$ cat src/rtl/bsr_chain.sv
// Boundary-scan register chain: input cells, output cells and one output-enable cell.
// Shift/update registers clocked by tck; pad/core muxing is combinational on bsr_mode.
module bsr_chain #(
  parameter int NUM_IN  = 4,
  parameter int NUM_OUT = 4
) (
  input  logic               tck,
  input  logic               trst,
  input  logic               bsr_tdi,
  input  logic               bsr_clk,
  input  logic               bsr_shift,
  input  logic               bsr_update,
  input  logic               bsr_mode,
  output logic               bsr_tdo,
  input  logic [NUM_IN-1:0]  pad_in,
  output logic [NUM_IN-1:0]  core_in,
  input  logic [NUM_OUT-1:0] core_out,
  input  logic               core_oe,
  output logic [NUM_OUT-1:0] pad_out,
  output logic               pad_oe
);

  localparam int L = NUM_IN + NUM_OUT + 1;

  logic [L-1:0] sr;
  logic [L-1:0] upd;

  // Update samples sr before this edge, so it is unaffected by a simultaneous shift/capture.
  always_ff @(posedge tck) begin
    if (trst) begin
      sr  <= '0;
      upd <= '0;
    end else begin
      if (bsr_clk) begin
        if (bsr_shift) sr <= {bsr_tdi, sr[L-1:1]};
        else           sr <= {core_oe, core_out, pad_in};
      end
      if (bsr_update) upd <= sr;
    end
  end

  assign bsr_tdo = sr[0];

  // In test mode the pads are forced safe while reset is held, before upd has cleared.
  always_comb begin
    core_in = pad_in;
    pad_out = core_out;
    pad_oe  = core_oe;
    if (bsr_mode) begin
      if (trst) begin
        core_in = '0;
        pad_out = '0;
        pad_oe  = 1'b0;
      end else begin
        core_in = upd[NUM_IN-1:0];
        pad_out = upd[NUM_IN+NUM_OUT-1:NUM_IN];
        pad_oe  = upd[L-1];
      end
    end
  end

endmodule

$ cat config.mk
export PLATFORM = sky130hd
export DESIGN_NAME = bsr_chain
export DESIGN_NICKNAME = d
export VERILOG_FILES = /design/src/rtl/bsr_chain.sv
export SDC_FILE = /design/constraint.sdc
export NUM_CORES = 1
export LEC_CHECK = 0
export CORE_ASPECT_RATIO = 0.9
export CORE_MARGIN = 2
export CORE_UTILIZATION = 49
export CTS_CLUSTER_DIAMETER = 200
export DETAILED_ROUTE_END_ITERATION = 8
export HOLD_SLACK_MARGIN = 0.12
export PLACE_DENSITY = 0.79
export SYNTH_ARGS = -nofsm -noshare
export SYNTH_HDL_FRONTEND = slang
export SYNTH_SLANG_ARGS = --single-unit
export TNS_END_PERCENT = 10
$ cat constraint.sdc
create_clock -name tck -period 1.09 [get_ports tck]
set_input_delay 0.1635 -clock tck [delete_from_list [all_inputs] [get_ports tck]]
set_output_delay 0.1635 -clock tck [all_outputs]
set_load 0.1 [all_outputs]
==> metrics.txt <==
status=finished with violations; violated checks=negative setup slack; Top Ports=26; Buf/Inv on CP=1; vias after detailed routing=about 950; Routed WL=roughly 3300 µm; die area=about 2200 µm²; CTS tree=built; die extent in y=~44 µm; Worst EP arrival=1.08 ns; Antenna Cells=0; Worst-path clk slew=0.10 ns; post-synthesis cell area=~900 µm²; Clock Tree Root=clkbuf_4; proportion of layout cells with a drive suffix above 1=0.451; maximum vdd ir drop=approximately 0.97 mV; final setup margin=-0.158 ns; Syn. warnings=0; pwr dens=around 1100 nW/µm²; WP depth=3; Max Fclk=roughly 0.80 GHz; Initial Util=0.523; CP max-delay cell=dfxtp_2; area added between synthesis and finish=78.4%; Max Root-Sink Buffers=2; Fin Hold WS=around 0.33 ns; # clock sinks=18; vias in the first global route=about 1000; Top FF cell, synth=dfxtp_1; fin area=between 1500 and 2000 µm²; Area after DPL=~1500 µm²; CTS hold repair buffers=0; PortBufs=25; Crit Path Max Fanout=2; total CTS buffers=3; CP Class=flop to output pin; CP cell instances=nand3b_1 > o21ai_4 > buf_12; max-cap check violation count=0; share of the synthesized area in the top cell type=0.410; period utilization=1.15; Detailed Place HPWL=~1900 µm; Seq cells post-synth=18; H-tree depth=1; initial DRC count=19; chip width=48.7 µm; Mapped Cells=98; register area share after synthesis=0.410; RePlAce Congestion=0.760; Clock Skew=around 0.00063 ns; final setup violation count=9; net count after synthesis=~110; first-pass GRT wire length=between 5000 and 6000 µm; Post-Syn Area per Cell=~9.0 µm²; Cell variety after synth=11; async set-reset flop share out of synthesis=0; top cells by area, synth=dfxtp_1 (41%), mux2i_1 (20%), a211oi_1 (7.7%), nand3b_1 (7.7%), nor2_1 (7.7%); CP endpoint kind=output pin; Rel. slew slack=0.848; Worst Hold Depth=3; crit-path max cell delay=0.36 ns; Residual DRC=0; Worst Reg-to-Reg Cells=2; Max Slew Vio Count=0; largest net degree at the start of global routing=19; CP delay by family, top=flip-flops; drt wl/cell=20.0 µm; Tot GR Track Use=0.336; Worst Max-Slew Pin Slew=between 0.2 and 0.25 ns; Synth top cells by count=dfxtp_1 (18), mux2i_1 (18), nor2_1 (18); Final ANT Viol Nets=0; cell accounting for the most synthesized area=dfxtp_1; worst hold path type=input pin to flop; worst skew pair latency=approximately 0.3 ns; Final min period=roughly 1.2 ns; CP required=just over 0.9 ns; initial antenna violation count=0; via/cell ratio=5.71; Core Box Area=between 1500 and 2000 µm²; grt ovf=0; Pleak=between 0.6 and 0.7 nW; Startpoint Class=flop; DR pass1 iterations=5; RSZ-0062 raised after global routing=true; Hold Fails Final Rpt=0; Post-synth EDFFs=0; Rows=14; fin nets=160
-- where the power goes --
part / switching [W] / internal (W) / total, W
clock network: 0.000215 / 0.000129 / 0.000344
registers: 0.0000353 / 0.000699 / 0.000735
logic: 0.000359 / 0.000279 / 0.000638
-- layout by cell type (no fill, tap or decap) --
master           instances
buf_2                    2
o21ai_4                  9
buf_6                    2
mux2i_1                 18
nand3b_1                 9
clkdlybuf4s50_1          6
dlygate4sd2_1            7
a211oi_1                 9
clkbuf_4                 3
dfxtp_2                 10
nor2_1                  18
clkdlybuf4s15_2          1
buf_4                   17
buf_12                  13
buf_16                   1
inv_2                    6
dfxtp_1                  8
inv_1                    3
-- state kept, by name, indices dropped and copies added (netlist names) --
register,count
sr,9
upd,9
-- area by class of cell --
cell class                 count  area [µm²]
fill                          52         113
clock buffer                   3        22.5
inverter                       9        33.8
multi-input combinational     63         529
sequential                    18         373
timing repair buffer          49         581
tap                           24        30.0
-- worst min-delay path, stage by stage --
cell	delay (ns)
clkdlybuf4s15_2	0.22
buf_6	0.15
a211oi_1	0.05
-- metal layers --
metal / GRT usage / vias up / wire length (µm)
met5: 0 / - / 0
met4: 0.103 / 0 / 81
met3: 0.0743 / 10 / 177
met2: 0.636 / 47 / 1780
met1: 0.384 / 466 / 1290
li1: - / 425 / -
-- worst paths after layout --
path | start | end | slack [ns]
min reg2reg | upd[5] | upd[5] | 0.50
max reg2reg | sr[1] | sr[0] | 0.19
min | trst | sr[4] | 0.33
max | upd[0] | core_in[0] | -0.16
-- stage by stage --
| step | util | cells | worst slack, ns | total power, W | setup TNS, ns |
|---|---|---|---|---|---|
| floorplan | - | 98 | -0.164 | 0.00109 | -1.30 |
| global placement | 0.874 | 156 | -0.331 | 0.00132 | -4.51 |
| detailed placement | 0.874 | 156 | -0.349 | 0.00134 | -5.35 |
| CTS | 0.933 | 166 | -0.128 | 0.00169 | -1.04 |
| global route | 0.933 | 166 | -0.188 | 0.00175 | -1.46 |
| finish | 0.933 | 166 | -0.158 | 0.00172 | -1.19 |
-- cell families (layout without fill, tap and decap cells) --
logic type	after synthesis	in the layout	share of synthesized area
and+or+nand+nor	27	27	0.154
AOI/OAI and AO/OA	18	18	0.128
muxes	18	18	0.205
DFF	18	18	0.410
buffers and inverters	17	61	0.104
-- repair_timing --
| action | 4_1_cts | 5_1_grt |
|---|---|---|
| gates cloned | 2 | 0 |
| buffers inserted | 5 | 0 |
| endpoints found under the setup margin | 9 | 9 |
| pin swaps | 15 | 0 |
| gates resized for setup | 32 | 0 |
| endpoints found under the hold margin | 0 | 0 |
Note: power is estimated with default switching activity, not from simulation.
